### src/rtl/m_axis_rc_adapt_128b.sv
// UltraScale+ PCIe RC AXI-Stream (128b) to legacy 3DW completion TLP beats, with a 2-entry skid buffer.
// Define M_AXIS_RC_ADAPT_LEN_CHECK_EN to build the payload length checker (rc_len_err / rc_len_err_cnt).
module m_axis_rc_adapt_128b #(
    parameter int DATA_WIDTH = 128,
    parameter int KEEP_WIDTH = DATA_WIDTH/8
) (
    input  logic                  user_clk,
    input  logic                  user_reset,
    input  logic [DATA_WIDTH-1:0] m_axis_rc_tdata_a,
    input  logic [3:0]            m_axis_rc_tkeep_a,
    input  logic                  m_axis_rc_tlast_a,
    input  logic [74:0]           m_axis_rc_tuser_a,
    input  logic                  m_axis_rc_tvalid_a,
    output logic                  m_axis_rc_tready_a,
    output logic [DATA_WIDTH-1:0] m_axis_rc_tdata,
    output logic [KEEP_WIDTH-1:0] m_axis_rc_tkeep,
    output logic                  m_axis_rc_tlast,
    output logic                  m_axis_rc_tuser,
    output logic                  m_axis_rc_tvalid,
    input  logic                  m_axis_rc_tready,
    output logic                  rc_len_err,
    output logic [15:0]           rc_len_err_cnt
);

    typedef struct packed {
        logic [DATA_WIDTH-1:0] data;
        logic [3:0]            keep;
        logic                  last;
        logic                  disc;
    } rc_beat_t;

    rc_beat_t    ent [2];
    rc_beat_t    head, in_beat;
    logic [1:0]  cnt, cnt_nxt;
    logic        wr_ptr, rd_ptr;
    logic        sof_in, sof_out;
    logic        push, pop;
    logic [10:0] dw_cnt;
    logic [31:0] hdr_dw0, hdr_dw1, hdr_dw2;
    logic        unused_tuser;

    assign push   = m_axis_rc_tvalid_a & m_axis_rc_tready_a;
    assign pop    = m_axis_rc_tvalid & m_axis_rc_tready;
    assign dw_cnt = m_axis_rc_tdata_a[42:32];
    assign unused_tuser = ^{m_axis_rc_tuser_a[74:43], m_axis_rc_tuser_a[41:0]};

    // Descriptor and completion header share DW0..DW2; DW3 is already payload.
    always_comb begin
        hdr_dw0 = {(dw_cnt != 11'd0) ? 8'h4A : 8'h0A, 1'b0, m_axis_rc_tdata_a[91:89], 5'b0,
                   m_axis_rc_tdata_a[46], m_axis_rc_tdata_a[93:92], 2'b0, dw_cnt[9:0]};
        hdr_dw1 = {m_axis_rc_tdata_a[87:72], m_axis_rc_tdata_a[45:43], 1'b0, m_axis_rc_tdata_a[27:16]};
        hdr_dw2 = {m_axis_rc_tdata_a[63:48], m_axis_rc_tdata_a[71:64], 1'b0, m_axis_rc_tdata_a[6:0]};
        in_beat.data = m_axis_rc_tdata_a;
        if (sof_in)
            in_beat.data = {m_axis_rc_tdata_a[127:96], hdr_dw2, hdr_dw1, hdr_dw0};
        in_beat.keep = m_axis_rc_tkeep_a;
        in_beat.last = m_axis_rc_tlast_a;
        in_beat.disc = m_axis_rc_tuser_a[42];
    end

    always_comb cnt_nxt = cnt + 2'(push) - 2'(pop);

    always_ff @(posedge user_clk or posedge user_reset) begin
        if (user_reset) begin
            cnt                <= 2'd0;
            wr_ptr             <= 1'b0;
            rd_ptr             <= 1'b0;
            sof_in             <= 1'b1;
            sof_out            <= 1'b1;
            m_axis_rc_tready_a <= 1'b0;
            for (int i = 0; i < 2; i++) ent[i] <= '0;
        end else begin
            cnt                <= cnt_nxt;
            m_axis_rc_tready_a <= (cnt_nxt < 2'd2);
            if (push) begin
                ent[wr_ptr] <= in_beat;
                wr_ptr      <= ~wr_ptr;
                sof_in      <= m_axis_rc_tlast_a;
            end
            if (pop) begin
                rd_ptr  <= ~rd_ptr;
                sof_out <= m_axis_rc_tlast;
            end
        end
    end

    assign head             = ent[rd_ptr];
    assign m_axis_rc_tvalid = (cnt != 2'd0);
    assign m_axis_rc_tdata  = head.data;
    assign m_axis_rc_tlast  = head.last;
    assign m_axis_rc_tuser  = head.disc & head.last & m_axis_rc_tvalid;

    for (genvar g = 0; g < 4; g++) begin : g_keep
        assign m_axis_rc_tkeep[4*g +: 4] = {4{head.keep[g]}};
    end

    // A header beat leaving toward the core must carry at least the three header dwords.
    a_hdr_keep: assert property (@(posedge user_clk) disable iff (user_reset)
        (m_axis_rc_tvalid && sof_out) |-> (&m_axis_rc_tkeep[11:0]));

`ifdef M_AXIS_RC_ADAPT_LEN_CHECK_EN
    logic [10:0] exp_dw, rcv_dw, beat_dw, tot_dw, want_dw;

    // The first beat's keep includes the 3 descriptor dwords, hence the -3.
    always_comb begin
        beat_dw = 11'(m_axis_rc_tkeep_a[0]) + 11'(m_axis_rc_tkeep_a[1])
                + 11'(m_axis_rc_tkeep_a[2]) + 11'(m_axis_rc_tkeep_a[3]);
        tot_dw  = sof_in ? beat_dw - 11'd3 : rcv_dw + beat_dw;
        want_dw = sof_in ? dw_cnt : exp_dw;
    end

    always_ff @(posedge user_clk or posedge user_reset) begin
        if (user_reset) begin
            exp_dw         <= 11'd0;
            rcv_dw         <= 11'd0;
            rc_len_err     <= 1'b0;
            rc_len_err_cnt <= 16'd0;
        end else begin
            rc_len_err <= 1'b0;
            if (push) begin
                if (sof_in) exp_dw <= dw_cnt;
                rcv_dw <= tot_dw;
                if (m_axis_rc_tlast_a && (tot_dw != want_dw)) begin
                    rc_len_err <= 1'b1;
                    if (rc_len_err_cnt != 16'hFFFF) rc_len_err_cnt <= rc_len_err_cnt + 16'd1;
                end
            end
        end
    end
`else
    assign rc_len_err     = 1'b0;
    assign rc_len_err_cnt = 16'd0;
`endif

endmodule

### config.mk
export PLATFORM = sky130hd
export DESIGN_NAME = m_axis_rc_adapt_128b
export DESIGN_NICKNAME = d
export VERILOG_FILES = /design/src/rtl/m_axis_rc_adapt_128b.sv
export SDC_FILE = /design/constraint.sdc
export NUM_CORES = 1
export LEC_CHECK = 0
export BUFFER_PORTS_ARGS = -buffer_cell sky130_fd_sc_hd__clkbuf_2
export CAP_MARGIN = 20
export CORE_MARGIN = 1.5
export CORE_UTILIZATION = 55
export CTS_CLUSTER_SIZE = 25
export DETAILED_ROUTE_END_ITERATION = 8
export GPL_TIMING_DRIVEN = 0
export PLACE_DENSITY = 0.92
export SKIP_CTS_REPAIR_TIMING = 1
export SYNTH_ARGS = -nofsm -noshare
export SYNTH_HDL_FRONTEND = slang
export SYNTH_SLANG_ARGS = --single-unit
### constraint.sdc
create_clock -name user_clk -period 23.3 [get_ports user_clk]
set_clock_uncertainty 0.1 [all_clocks]
set_input_delay 4.66 -clock user_clk [delete_from_list [all_inputs] [get_ports user_clk]]
set_output_delay 4.66 -clock user_clk [all_outputs]
set_load 0.01 [all_outputs]
=== Yosys cells after proc, flatten, opt, wreduce, memory -nomap -nowiden ===
Cells that the tools add are included.

* Input bits: 212
* Logic and storage cells: 38
* Output and inout bits: 165
* Flip-flop bits (word level): 274

* Reductions and logical operators: 3
* Add/subtract/negate cells: 2
* Order comparisons: 4
* Mux-type cells: 8
* Bitwise operators: 8

{| class="wikitable"
|+ Operators by type and width
! operator !! count
|-
| 134-bit two-way mux || 4
|-
| 268-bit bitwise mux || 1
|-
| 134-bit demux with 1-bit select || 1
|-
| 96-bit two-way mux || 1
|-
| 11-bit nonzero test || 1
|-
| 7-bit two-way mux || 1
|-
| 1-bit AND || 4
|-
| 2-bit >= comparator (second input constant) || 2
|-
| 1-bit inverter with 2-bit output || 2
|-
| 2-bit by 1-bit adder with 2-bit output || 1
|-
| 2-bit by 1-bit < comparator with 1-bit output (second input constant) || 1
|-
| 2-bit < comparator (second input constant) || 1
|-
| 1-bit inverter || 2
|-
| 2-bit nonzero test || 1
|-
| 2-bit by 1-bit subtractor with 2-bit output || 1
|-
| 1-bit logical AND || 1
|}

=== Longest topological paths before layout ===
* Depth after elaboration: 6
* Depth in mapped cells: 6
* Gate-level depth less buffers: 5

=== Least setup slack after synthesis ===
Ideal clock, no wire load.

* Path kind: reg-to-output
* From: register rd_ptr
* To: output m_axis_rc_tkeep[10]
* Path buffers: 3
* Data arrival time: 1.215 ns
* Path slack: 17.325 ns
* Required time: 18.540 ns
* Stages on the path, launching flop included: 5
* Cell sequence: dfrtp_1 -> buf_2 -> buf_2 -> mux2_2 -> buf_4

* Cells in the longest elaborated chain, start to end: 4

{| class="wikitable"
|+ RTL lines
! element !! line !! RTL
|-
| start: declaration || 35 || <nowiki>logic wr_ptr, rd_ptr;</nowiki>
|-
| start signal: assignment || 81 || <nowiki>rd_ptr <= ~rd_ptr;</nowiki>
|-
| 1-bit inverter with 2-bit output (not written as such) || 87 || <nowiki>assign head = ent[rd_ptr];</nowiki>
|-
| 134-bit two-way mux (not written as such) (3 in a row) || 87 ||
|-
| end: declaration || 16 || <nowiki>output logic [KEEP_WIDTH-1:0] m_axis_rc_tkeep,</nowiki>
|}

No other way between the ends. The select of a mux whose other input is x is not followed.

=== Worst setup path after layout ===
* From: register rd_ptr
* To: output m_axis_rc_tdata[38]

* Cells in the longest elaborated chain, start to end: 4

{| class="wikitable"
|+ RTL lines
! element !! line !! RTL
|-
| 1-bit inverter with 2-bit output (not written as such) || 87 ||
|-
| 134-bit two-way mux (not written as such) (3 in a row) || 87 ||
|-
| end: declaration || 15 || <nowiki>output logic [DATA_WIDTH-1:0] m_axis_rc_tdata,</nowiki>
|}

No other way between the ends. The select of a mux whose other input is x is not followed.

==> results <==
- The worst-case IR drop observed on VDD is 85.82 uV.
- The clock insertion delay at the later pin of the skew report is 0.54 ns.
- The count of buffers added on input and output ports is around 290.
- The critical path is of the reg -> out type.
- The wire length on met1 is about 16 mm.
- In this run the cell area of the synthesized design comes to between 10000 and 15000 sq um.
- For this run, the leading register cell type out of synthesis is dfrtp_1.
- Prior to clock tree synthesis, the placed netlist has a worst setup slack of 16.97 ns.
- The via count of the first global-routing pass is 10360.
- After synthesis, the largest family of logic cells by area is multiplexers.
- The capture point of the critical path is m_axis_rc_tdata[38].
- The startpoint identified for the worst register-to-register timing path is sof_in$_DFFE_PP1P_.
- The initial utilization of the core area, before any placement, comes to 0.5635.
- Data on the critical path is required at its endpoint by between 15 and 20 ns.
- In the detailed route, the total length drawn on met3 is 2.987 mm.
- Of the total synthesized cell area, the portion taken by XOR and XNOR cells is 0.002738.
- The flow ran to the end, and the final reports show no timing, DRC or antenna violations.
- The width of the chip is 155.5 um.
- Counting instances in the post-synthesis netlist gives the leading cell types as dfrtp_1, nand2_1, o21ai_0.
- Final hold analysis gives a worst-case slack of 0.3699 ns.
- Across every metal layer, demand over resource in global routing totals 0.3217.
- After synthesis the netlist holds a flip-flop and latch count of between 200 and 300.
- Broken down by cell family, the worst path's largest delay share belongs to buffers and inverters.
- The number of rows created at floorplan is 55.
- The first global-routing pass estimated between 50 and 60 mm of wire.
- The number of search-and-repair iterations in the first detailed-routing pass is 5.
- The launching element of the worst setup path is rd_ptr$_DFFE_PP0P_.
- The HPWL reported at the end of detailed placement is 28.41 mm.
- STA classifies the critical path endpoint as a primary output.
- Measured against the total synthesized area, the mux share comes to 0.2586.
- For this design the static power due to leakage is 7.973 nW.
- The mean instance size in the synthesized netlist is 11.72 sq um.
- The worst register-to-register path has a depth of 5.
- The met2 layer wire length in the routed design is 18.50 mm.
- The number of design-rule violations left by the first detailed-router iteration is 640.
- The number of enable-type register cells in the synthesized netlist is 0.
- Static timing analysis puts the maximum clock frequency at 145.0 MHz.
- Routed signal wires occupy layers up through met5.
- The initial antenna violation count is 1.
- TritonCTS built the clock tree.
- The clock buffer count from CTS is 29.
- The leading cell type by number of instances after synthesis is dfrtp_1.
- Yosys printed 0 warnings.
- Clock tree synthesis found a total of around 270 sinks.
- The maximum single-stage delay on the critical path is 0.40 ns.
- The total negative slack for setup checks is 0 ns.
- The number of max-cap violations is 0.
- The setup slack on the worst flop-to-flop path is 21.25 ns.
- The number of buffers between clock root and the deepest sink is 3.
- Traced cell by cell, the critical path runs through buf_2, buf_2, buf_4, mux2_2, clkbuf_2.
- The vias after detailed routing is 9882.
- Of all nets on the critical path, the largest fanout is 10.
- After synthesis, the share of flip-flops with an asynchronous set or reset is 1.000.
- The most numerous cell type found on the critical path is buf_2.
- In this run the standard cell core region covers 22710 sq um.
- Setup repair after global routing left no endpoint under its margin.
- The endpoint of the lowest-slack register-to-register path is ent[10]$_DFFE_PP0P_.
- The routed wirelength normalized by instance count is 22.45 um.
- The routed design has 38.87 mm of wire.
- The smallest setup slack after layout is 16.40 ns.
- After global routing the overflow that remains totals 0.
- Of all cell types, the one taking the most synthesized area is dfrtp_1.
- The worst setup path is launched from a flop.
- The share of synthesized area in the top cell type comes to 0.5339.
- The final-report max-slew violation count is 0.
- 377 I/O pins were placed.
- The chip height is 155.5 um.
- In this run the number of H-tree levels came out at 1.
- The mean number of vias per cell is 5.709.
- After synthesis, the cell types taking the most area are dfrtp_1, mux2_2, mux2i_1, nand2_1, o21ai_0.
- Counting both buffers and inverters, the worst setup path holds a total of 4.
- The arrival time at the worst endpoint is 2.14 ns.
- Of the total synthesized cell area, the portion taken by AND, OR, NAND and NOR gates is 0.07167.
- The adder-cell share of the synthesized area is 0.0009778.
- The area added between synthesis and finish is 22.21%.
- The netlist uses 30 different library cells.
- At the end of routability-driven placement, the weighted congestion stood at 0.8814.
- The clock period minus final worst setup slack is 6.895 ns.
- The share of final-layout standard cells stronger than drive strength 1 is 0.4131.
- The residual antenna-violating net count after detailed routing is 0.
- The cell at the slowest stage of the critical path is mux2_2.
- The fraction of the mapped netlist area in compound gates is 0.07607.
- The worst slew margin relative to its limit is 0.5200.
- The classification of the worst-slack hold path is reg -> reg.
- After detailed routing, the number of remaining DRC violations is 0.
- The synthesized netlist cell count is between 1000 and 1500.
- The total count of hold-check failures in the final report was 0.
- The die covers approximately 24000 sq um.
- Entering global routing, the biggest net connects 140 pins.
- Of the available clock period, the critical path in the final layout requires 0.2959.
- The share of the Yosys chip area taken by registers is 0.5359.
- The root buffer cell is clkbuf_16.
- The count of endpoints failing setup in the final report is 0.
- After the last flow step, the layout net total stands at about 1600.
- The power per unit of standard cell area is 156.4 nW/um^2.
- Clock-pin slew was measured on the worst setup and hold paths at 0.06 ns.
- The number of cells on the critical path is 5.
- For the pin with the worst max-slew slack, the measured transition is roughly 0.72 ns.
## state kept, by name (all words and copies together) (netlist names)
name	count
wr_ptr	1
ent	268
sof_in	1
rd_ptr	1
cnt	2
m_axis_rc_tready_a	1
## worst min-delay path, delay by kind of cell, from the launching register on
kind               cells  cell delay, ns
AOI/OAI and AO/OA      1            0.06
DFF                    1            0.33
and+or+nand+nor        1            0.04
## power by group
| group | internal, mW | switching [mW] |
|---|---|---|
| logic | 0.537 | 0.630 |
| clock network | 0.266 | 0.191 |
| registers | 0.705 | 0.117 |
| total | 1.51 | 0.938 |
## cell type report
| class | count | area (sq um) |
|---|---|---|
| Multi-Input combinational cell | 728 | 5311 |
| Inverter | 1 | 11.26 |
| Tap cell | 285 | 356.6 |
| Fill cell | 1643 | 7072 |
| Timing Repair Buffer | 287 | 1481 |
| Clock buffer | 41 | 860.8 |
| Clock inverter | 9 | 72.57 |
| Antenna cell | 1 | 2.502 |
| Buffer | 105 | 683.2 |
| Sequential cell | 274 | 6858 |
## layer usage
layer  vias to the layer above  GRT usage
li1                       4389          -
met4                         2     0.1274
met3                        93    0.06833
met5                         -          0
met2                       438     0.5347
met1                      4960     0.4133
## cell usage in the layout, fill, tap and decap left out, drive strengths merged, types with 2 or more instances in the layout
master,instances
dfrtp,273
xor2,2
clkinv,7
xnor2,2
clkbuf,342
nand2,196
o31ai,2
nand2b,15
buf,91
nor4,2
conb,17
nor2,3
o21ai,190
and3,2
mux2i,79
mux2,211
## per-stage QoR
stage | area (sq um) | total power, mW | util | cells
final | 15640 | 2.446 | 0.6886 | 1731
after global routing | 15640 | 2.580 | 0.6885 | 1730
after CTS | 15640 | 2.446 | 0.6885 | 1730
after detailed placement | 14700 | 1.982 | 0.6474 | 1680
after global placement | 14640 | 1.927 | 0.6446 | 1678
after floorplan | 12860 | 1.557 | - | 1108
## how the worst min path moves through the flow
| stage | cells past startpoint | startpoint | slack (ns) | endpoint |
|---|---|---|---|---|
| floorplan | 2 | ent[36]$_DFFE_PP0P_ | 0.34 | ent[36]$_DFFE_PP0P_ |
| global placement | 2 | ent[36]$_DFFE_PP0P_ | 0.35 | ent[36]$_DFFE_PP0P_ |
| detailed placement | 2 | ent[75]$_DFFE_PP0P_ | 0.37 | ent[75]$_DFFE_PP0P_ |
| CTS | 2 | ent[145]$_DFFE_PP0P_ | 0.38 | ent[145]$_DFFE_PP0P_ |
| global route | 2 | ent[81]$_DFFE_PP0P_ | 0.39 | ent[81]$_DFFE_PP0P_ |
| finish | 2 | ent[192]$_DFFE_PP0P_ | 0.37 | ent[192]$_DFFE_PP0P_ |
## cells by family (layout without fill, tap and decap cells)
| group | after synthesis | in the layout |
|---|---|---|
| AO/OA/AOI/OAI | 193 | 193 |
| multiplexers | 290 | 290 |
| XOR/XNOR | 4 | 4 |
| buffers and inverters | 106 | 443 |
| flip-flops | 274 | 274 |
| adder cells (fa/ha/maj) | 1 | 1 |
| AND/OR/NAND/NOR | 223 | 223 |
| other | 1 | 18 |
Note: power is estimated with default switching activity, not from simulation.
